==> src/rtl/reg_writeback_queue.sv <==
// In-order write-back queue feeding the register file write port; load requests win over ALU requests.
// Latency: an entry accepted at edge N reaches the head after edge N. Full refuses requests even on a
// popping cycle. The WB_FORWARD_EN macro adds youngest-match forwarding data for the Rs and Rd hazard lookups.
module reg_writeback_queue #(
  parameter int DEPTH  = 4,
  parameter int DATA_W = 16,
  parameter int ADDR_W = 3
) (
  input  logic                     clock,
  input  logic                     reset,
  input  logic                     aluValid,
  input  logic [ADDR_W-1:0]        aluReg,
  input  logic [DATA_W-1:0]        aluData,
  output logic                     aluReady,
  input  logic                     memValid,
  input  logic [ADDR_W-1:0]        memReg,
  input  logic [DATA_W-1:0]        memData,
  output logic                     memReady,
  input  logic                     changeEnable,
  output logic                     regWrite,
  output logic [ADDR_W-1:0]        writeRegister,
  output logic [DATA_W-1:0]        writeData,
  input  logic [ADDR_W-1:0]        Rs,
  input  logic [ADDR_W-1:0]        Rd,
  output logic                     rsPending,
  output logic                     rdPending,
`ifdef WB_FORWARD_EN
  output logic [DATA_W-1:0]        rsFwdData,
  output logic [DATA_W-1:0]        rdFwdData,
`endif
  output logic                     full,
  output logic                     empty,
  output logic [$clog2(DEPTH):0]   count
);

  localparam int PTR_W = $clog2(DEPTH);
  localparam int CNT_W = PTR_W + 1;
  localparam logic [CNT_W-1:0] FULL_CNT = CNT_W'(DEPTH);

  logic [ADDR_W-1:0] r_reg  [DEPTH];
  logic [DATA_W-1:0] r_data [DEPTH];
  logic [DEPTH-1:0]  r_vld;
  logic [PTR_W-1:0]  r_head;
  logic [PTR_W-1:0]  r_tail;
  logic [CNT_W-1:0]  r_count;

  logic              w_full;
  logic              w_empty;
  logic              w_push;
  logic              w_pop;
  logic [ADDR_W-1:0] w_in_reg;
  logic [DATA_W-1:0] w_in_data;

  assign w_full  = (r_count == FULL_CNT);
  assign w_empty = (r_count == '0);

  // Load path has fixed priority, so an ALU request is only taken when no load is offered.
  assign memReady  = !w_full;
  assign aluReady  = !w_full && !memValid;
  assign w_push    = (memValid && !w_full) || (aluValid && aluReady);
  assign w_in_reg  = memValid ? memReg  : aluReg;
  assign w_in_data = memValid ? memData : aluData;
  assign w_pop     = changeEnable && !w_empty;

  assign regWrite      = !w_empty;
  assign writeRegister = w_empty ? '0 : r_reg[r_head];
  assign writeData     = w_empty ? '0 : r_data[r_head];
  assign full          = w_full;
  assign empty         = w_empty;
  assign count         = r_count;

  always_ff @(posedge clock or negedge reset) begin
    if (!reset) begin
      r_head  <= '0;
      r_tail  <= '0;
      r_count <= '0;
      r_vld   <= '0;
      for (int i = 0; i < DEPTH; i++) begin
        r_reg[i]  <= '0;
        r_data[i] <= '0;
      end
    end else begin
      if (w_pop) begin
        r_vld[r_head] <= 1'b0;
        r_head        <= r_head + PTR_W'(1);
      end
      if (w_push) begin
        r_vld[r_tail]  <= 1'b1;
        r_reg[r_tail]  <= w_in_reg;
        r_data[r_tail] <= w_in_data;
        r_tail         <= r_tail + PTR_W'(1);
      end
      case ({w_push, w_pop})
        2'b10:   r_count <= r_count + CNT_W'(1);
        2'b01:   r_count <= r_count - CNT_W'(1);
        default: r_count <= r_count;
      endcase
    end
  end

  always_comb begin
    rsPending = 1'b0;
    rdPending = 1'b0;
    for (int i = 0; i < DEPTH; i++) begin
      if (r_vld[i] && (r_reg[i] == Rs)) rsPending = 1'b1;
      if (r_vld[i] && (r_reg[i] == Rd)) rdPending = 1'b1;
    end
  end

`ifdef WB_FORWARD_EN
  logic [PTR_W-1:0] w_slot;

  // Walk from oldest to youngest so the last match seen is the youngest one.
  always_comb begin
    rsFwdData = '0;
    rdFwdData = '0;
    w_slot    = r_head;
    for (int k = 0; k < DEPTH; k++) begin
      w_slot = r_head + PTR_W'(k);
      if (CNT_W'(k) < r_count) begin
        if (r_reg[w_slot] == Rs) rsFwdData = r_data[w_slot];
        if (r_reg[w_slot] == Rd) rdFwdData = r_data[w_slot];
      end
    end
  end
`else
  // Without forwarding, decode relies on the pending flags alone.
`endif

endmodule

==> config.mk <==
export PLATFORM = sky130hd
export DESIGN_NAME = reg_writeback_queue
export DESIGN_NICKNAME = d
export VERILOG_FILES = /design/src/rtl/reg_writeback_queue.sv
export SDC_FILE = /design/constraint.sdc
export NUM_CORES = 1
export LEC_CHECK = 0
export CAP_MARGIN = 30
export CORE_MARGIN = 5
export CORE_UTILIZATION = 49
export CTS_CLUSTER_DIAMETER = 40
export DETAILED_ROUTE_END_ITERATION = 6
export PLACE_DENSITY = 0.74
export RECOVER_POWER = 25
export SYNTH_ARGS = -nofsm -noshare
export SYNTH_HDL_FRONTEND = slang
export SYNTH_SLANG_ARGS = --single-unit
==> constraint.sdc <==
create_clock -name clock -period 1.7 [get_ports clock]
set_input_delay 0.17 -clock clock [delete_from_list [all_inputs] [get_ports clock]]
set_output_delay 0.17 -clock clock [all_outputs]
set_load 0.01 [all_outputs]
==> results of run 1 <==
cells by family after synthesis:
kind of cell,count (synthesis),share of synthesized area
simple gates,44,0.06411
fa+ha+maj,10,0.02697
mux,116,0.3668
buf+inv,33,0.03892
compound gates,6,0.008903
xor+xnor,29,0.05164
flops,87,0.4426
per-layer routing:
metal / part of all wire / track usage
met5: 0 / 0
met4: 0.0095 / 0.05893
met3: 0.031 / 0.03087
met2: 0.53 / 0.3224
met1: 0.43 / 0.2383
layout by cell type (no fill, tap or decap), types with 4 or more instances in the layout:
cell type / n
buf_6: 12
buf_2: 21
buf_8: 4
nand4_1: 10
mux2_2: 20
mux2_4: 76
mux4_2: 19
a21o_1: 4
inv_1: 6
nor3b_4: 4
dfrtp_1: 84
xnor2_1: 21
clkdlybuf4s50_1: 50
clkbuf_8: 9
buf_12: 6
xnor2_2: 6
buf_4: 34
nor2b_1: 18
ha_1: 8
nand2_1: 5
Yosys cell counts (all sizes together):
master  number
a21o         4
buf         12
clkbuf      11
dfrtp       87
fa           1
ha           9
inv         10
mux2        96
mux2i        1
mux4        19
nand2        5
nand3        1
nand4       10
nor2         4
nor2b       19
nor3         1
nor3b        4
o21ai        1
o31a         1
xnor2       27
xor2         2
path summary, 6_finish.rpt:
| path | start | end | slack [ns] | cells past startpoint |
|---|---|---|---|---|
| max | r_head[0] | writeData[5] | -0.25 | 5 |
| min | r_data[41] | r_data[41] | 0.52 | 1 |
| max reg2reg | count[1] | count[2] | -0.11 | 11 |
| min reg2reg | r_data[41] | r_data[41] | 0.52 | 1 |
| max in group asynchronous | reset | r_head[0] | 0.19 | 3 |
| min in group asynchronous | reset | r_data[32] | 0.70 | 3 |
through the flow:
step | utilization | TNS, ns | hold slack, ns | instances
floorplan | - | -0.3436 | -0.1256 | 325
global placement | 0.6242 | -11.50 | 0.2357 | 547
global route | 0.6701 | -8.283 | 0.5289 | 588
CTS | 0.6604 | -5.300 | 0.3974 | 580
finish | 0.6701 | -4.198 | 0.5156 | 588
detailed placement | 0.6242 | -12.36 | 0.2397 | 547
layout make-up:
type,instances,area (µm²)
clock buffers,9,123.9
fillers,700,3224
inverters,10,47.55
multi-input cells,205,2626
flip-flops and latches,87,2181
well taps,133,166.4
clock inverters,7,72.57
repair buffers,137,1333
repair_timing:
item                                    4_1_cts  5_1_grt
endpoints found under the setup margin      101       72
setup buffers                                14        7
pin swaps                                     5        3
resized for setup                           117       13
hold buffers                                  1        0
endpoints found under the hold margin        87        0
cloned                                        2        4
worst max-delay path, cell delays in order (launching register included):
cell and delay [ns]:
dfrtp_2 0.43, buf_6 0.13, buf_6 0.11, mux4_2 0.48, nor2b_1 0.14, buf_2 0.13
where the power goes:
| part | switching [mW] | total [mW] | internal, mW |
|---|---|---|---|
| registers | 0.706 | 3.87 | 3.17 |
| clock network | 0.757 | 1.44 | 0.681 |
| logic | 3.04 | 8.13 | 5.09 |
==> run_results.csv, run 1 <==
group,metric,value,unit
route,wl,11340,µm
run_status,violations,"setup timing",
timing,hold_viol_final,0,
power,ir_drop,1097,µV
timing,max_freq,0.5137,GHz
timing,post-route-period-util,1.145,
floorplan,dieArea,0.01214,mm²
global_routing,grt_pass1_vias,3282,
timing,min_period,1.947,ns
timing,final_max_slew_viol_count,0,
clock_network,cts_max_level,3,
clock_network,cts_tree,"done",
route,antenna_left,0,
worst_setup_path,worst_setup_path_start_kind,"register",
logic_synthesis,synth_top_area_cell,"dfrtp_1",
placed_design,port_buffers,77,
timing,setup_ws,-0.2467,ns
clock_network,clkTransAtPathRegs,0.09,ns
logic_synthesis,ys_ff_latch,87,
timing,setup-violations-final,21,
logic_synthesis,synth_area_leaders,"dfrtp_1 44%, mux2_4 23%, mux4_2 8.7%, xnor2_1 4.8%, mux2_2 4.6%",
worst_setup_path,critPathArrivalTime,1.78,ns
worst_setup_path,crit_type,"reg2out",
timing,rsz0062_at_grt,"true",
floorplan,initial_core_util,0.5032,
final_layout,layout.nets,509,
final_layout,n_antenna_cell,0,
final_layout,largest_reg_flops,64,
timing,slew_headroom,0.2223,
placed_design,gp_congestion,0.7828,
min_path,min-delay-path-class,"reg2reg",
timing,fin_skew,0.005963,ns
logic_synthesis,synth_cells,325,
floorplan,die_width,110.2,µm
worst_setup_path,endpoint_kind,"output pin",
logic_synthesis,synth_nets,384,
route,viasPerCell,5.228,
clock_network,clock_latency,0.35,ns
global_routing,grt_max_degree,88,
clock_network,cts_sinks,87,
placed_design,placed_cell_area,0.006101,mm²
logic_synthesis,yosys_warnings,0,
clock_network,cts.path.max_buffers,2,
route,wl_per_cell,19.29,µm
power,p_leak,2.906,nW
floorplan,coreArea,0.009774,mm²
power,powerDensity,2052,mW/mm²
logic_synthesis,syn_area_per_cell,15.13,µm²
floorplan,die-height,110.2,µm
clock_network,cts_buffers,9,
route,drc,0,
run_status,outcome,"finished, violations left",
job,maxCapViolCount,0,
worst_setup_path,critPathRequiredTime,1.53,ns
global_routing,overflow,0,
global_routing,gr-usage-all-layers,0.1859,
route,first_pass_iters,4,
final_layout,stdcell_area,0.006550,mm²
route,first_iter_violations,141,
power,finalPower,13.44,mW
floorplan,io_pins,78,
logic_synthesis,ys_types,27,
final_layout,area_delta_synth_final,33.17,%
logic_synthesis,yosysTopAreaCellShare,0.4426,
placed_design,place_hpwl,7029,µm
clock_network,cts_root_buffer,"clkbuf_8",
route,vias,3074,
final_layout,drive_above_1_share,0.5253,
floorplan,row_count,36,
logic_synthesis,yosysSeqAreaShare,0.4426,
placed_design,pre_cts_ws,-0.2397,ns
global_routing,antenna_found_initial,0,
timing,tightest_slew,1.167,ns
worst_setup_path,path_max_fanout,3,
global_routing,grt_pass1_wl,17110,µm
logic_synthesis,netlist_area,0.004918,mm²
Note: power is estimated with default switching activity, not from simulation.
==> run 2: changes to the inputs <==
- CTS_CLUSTER_DIAMETER: 40 -> unset
==> results of run 2 <==
The final DEF is identical to that of run 1; final timing and power are the same.
==> run 3: changes to the inputs <==
==> constraint.sdc (replaced) <==
create_clock -name clock -period 1.7 [get_ports clock]
set_input_delay 0.34 -clock clock [delete_from_list [all_inputs] [get_ports clock]]
set_output_delay 0.34 -clock clock [all_outputs]
set_load 0.01 [all_outputs]
==> run 3 against run 2 <==
The run still ends with setup timing left. Hold slack lost 0.16 ns. Wire length grew 8.4%. Via count grew 4.3%.
==> run_results.csv, run 3 (synthesized netlist as in run 1, its figures left out) <==
group,metric,value,unit
run_status,outcome,"finished, violations left",
run_status,violations,"setup timing",
timing,slew_headroom,0.2142,
power,powerDensity,2127,mW/mm²
worst_setup_path,endpoint_kind,"output pin",
placed_design,dp.cells,575,
placed_design,port_buffers,77,
timing,tightest_slew,1.179,ns
route,antenna_left,0,
floorplan,io_pins,78,
worst_setup_path,cp_slowest_stage_delay,0.49,ns
route,first_pass_iters,4,
global_routing,overflow,0,
worst_setup_path,critPathArrivalTime,1.79,ns
clock_network,cts_tree,"done",
worst_setup_path,crit_chain,"buf_12 > buf_12 > mux4_2 > nor2b_1 > buf_2",
worst_setup_path,crit_type,"reg2out",
timing,min_period,2.134,ns
clock_network,cts_hold_buf,0,
timing,rsz0062_at_grt,"true",
global_routing,antenna_found_initial,0,
global_routing,grt_pass1_wl,19350,µm
power,finalPower,15.18,mW
route,wl_per_cell,19.95,µm
job,maxCapViolCount,0,
worst_setup_path,cp_num_buf_inv,3,
route,wl,12290,µm
final_layout,final_common_cell,"dfrtp_1",
placed_design,place_hpwl,7540,µm
floorplan,die_width,110.2,µm
route,viasPerCell,5.205,
min_path,min-delay-path-class,"in2async",
clock_network,cts_buffers,9,
floorplan,dieArea,0.01214,mm²
floorplan,coreArea,0.009774,mm²
final_layout,n_fill_cell,601,
clock_network,clock_latency,0.35,ns
timing,setup_ws,-0.4337,ns
worst_setup_path,path_max_fanout,6,
global_routing,gr-usage-all-layers,0.2105,
clock_network,cts_sinks,87,
final_layout,layout.nets,538,
global_routing,grt_max_degree,88,
timing,final_max_slew_viol_count,0,
route,drc,0,
final_layout,drive_above_1_share,0.6273,
worst_setup_path,critPathSlowestCell,"mux4_2",
clock_network,cts_max_level,3,
route,first_iter_violations,94,
power,ir_drop,1056,µV
timing,hold_viol_final,0,
global_routing,grt_pass1_vias,3604,
worst_setup_path,critPathTopFamily,"multiplexers",
floorplan,die-height,110.2,µm
timing,post-route-period-util,1.255,
final_layout,n_antenna_cell,0,
final_layout,area_delta_synth_final,45.05,%
timing,fin_skew,0.007054,ns
clock_network,clkTransAtPathRegs,0.09,ns
final_layout,layout.cells.non_filler,616,
worst_setup_path,worst_setup_path_start_kind,"register",
placed_design,placed_cell_area,0.006324,mm²
worst_setup_path,cpMostUsedCell,"buf_12",
timing,finalSetupTns,-11.94,ns
power,p_leak,3.262,nW
clock_network,cts_root_buffer,"clkbuf_8",
timing,setup-violations-final,88,
floorplan,row_count,36,
final_layout,postLayoutCoreUtil,0.7299,
final_layout,stdcell_area,0.007134,mm²
final_layout,largest_reg_flops,64,
floorplan,initial_core_util,0.5032,
placed_design,gp_congestion,0.8130,
final_layout,final_cell_mix,"84 x dfrtp_1, 76 x mux2_4, 47 x buf_6, 45 x buf_4, 40 x clkdlybuf4s50_1",
worst_setup_path,critPathRequiredTime,1.36,ns
clock_network,cts.path.max_buffers,2,
timing,max_freq,0.4687,GHz
route,vias,3206,
-- run 3: cell types whose count changed in the layout (fill, tap and decap cells not counted), moves of 11 or more --
cell	change
buf_2	-12
buf_4	+11
buf_6	+35
nor2b_1	-11
nor2b_4	+11
xnor2_1	-18
xnor2_2	+16
-- run 3: cell type report --
type                       instances  area (µm²)  area share
clock buffer                      12       165.2     0.02315
clock inverter                     3       17.52    0.002455
inverter                          10       47.55    0.006664
multi-input combinational        205        2884      0.4042
sequential                        87        2181      0.3057
tap                              133       166.4     0.02333
timing repair buffer             166        1673      0.2345
-- run 3: report_power, final --
part,leakage [nW],switching [mW],internal [mW]
Sequential,1.02,0.750,3.17
Clock,0.0942,0.719,0.639
Combinational,2.15,3.52,6.37
-- run 3: final timing paths --
check                           cells past startpoint        from  slack, ns       endpoint
worst max-delay path                                5   r_head[0]      -0.43  writeData[11]
worst min-delay path                                2       reset       0.35     r_data[48]
worst max register to register                      7    count[2]      -0.22       count[1]
worst min register to register                      1  r_data[11]       0.51     r_data[11]
max in group asynchronous                           2       reset       0.53      r_head[0]
min in group clock                                  1  r_data[11]       0.51     r_data[11]
-- run 3: what timing repair did --
| action | 4_1_cts | 5_1_grt |
|---|---|---|
| endpoints found under the setup margin | 87 | 105 |
| buffers inserted | 19 | 10 |
| resized for setup | 187 | 40 |
| pin swaps | 12 | 21 |
| cloned | 2 | 2 |
-- run 3: metal layers --
| layer | part of all wire | GRT usage | up-vias | wire length (µm) |
|---|---|---|---|---|
| li1 | - | - | 1471 | - |
| met1 | 0.44 | 0.2810 | 1663 | 5389 |
| met2 | 0.52 | 0.3566 | 56 | 6409 |
| met3 | 0.026 | 0.02388 | 16 | 318 |
| met4 | 0.014 | 0.07476 | 0 | 170 |
| met5 | 0 | 0 | - | 0 |
-- run 3: per-stage QoR --
| step | hold slack [ns] | setup WS, ns |
|---|---|---|
| 3_3_place_gp | 0.4111 | -0.4637 |
| 4_1_cts | 0.03749 | -0.4201 |
| 5_1_grt | 0.4574 | -0.4919 |
| 6_report | 0.3528 | -0.4337 |
| 2_1_floorplan | 0.04441 | -0.2289 |
| 3_5_place_dp | 0.4159 | -0.5019 |
-- run 3: worst register-to-register path, stage by stage, from the launching register on --
cell and delay, ns:
dfrtp_2 0.45, buf_6 0.13, buf_4 0.13, o31a_1 0.34, ha_4 0.18, inv_2 0.05
fa_2 0.41, mux2i_1 0.15
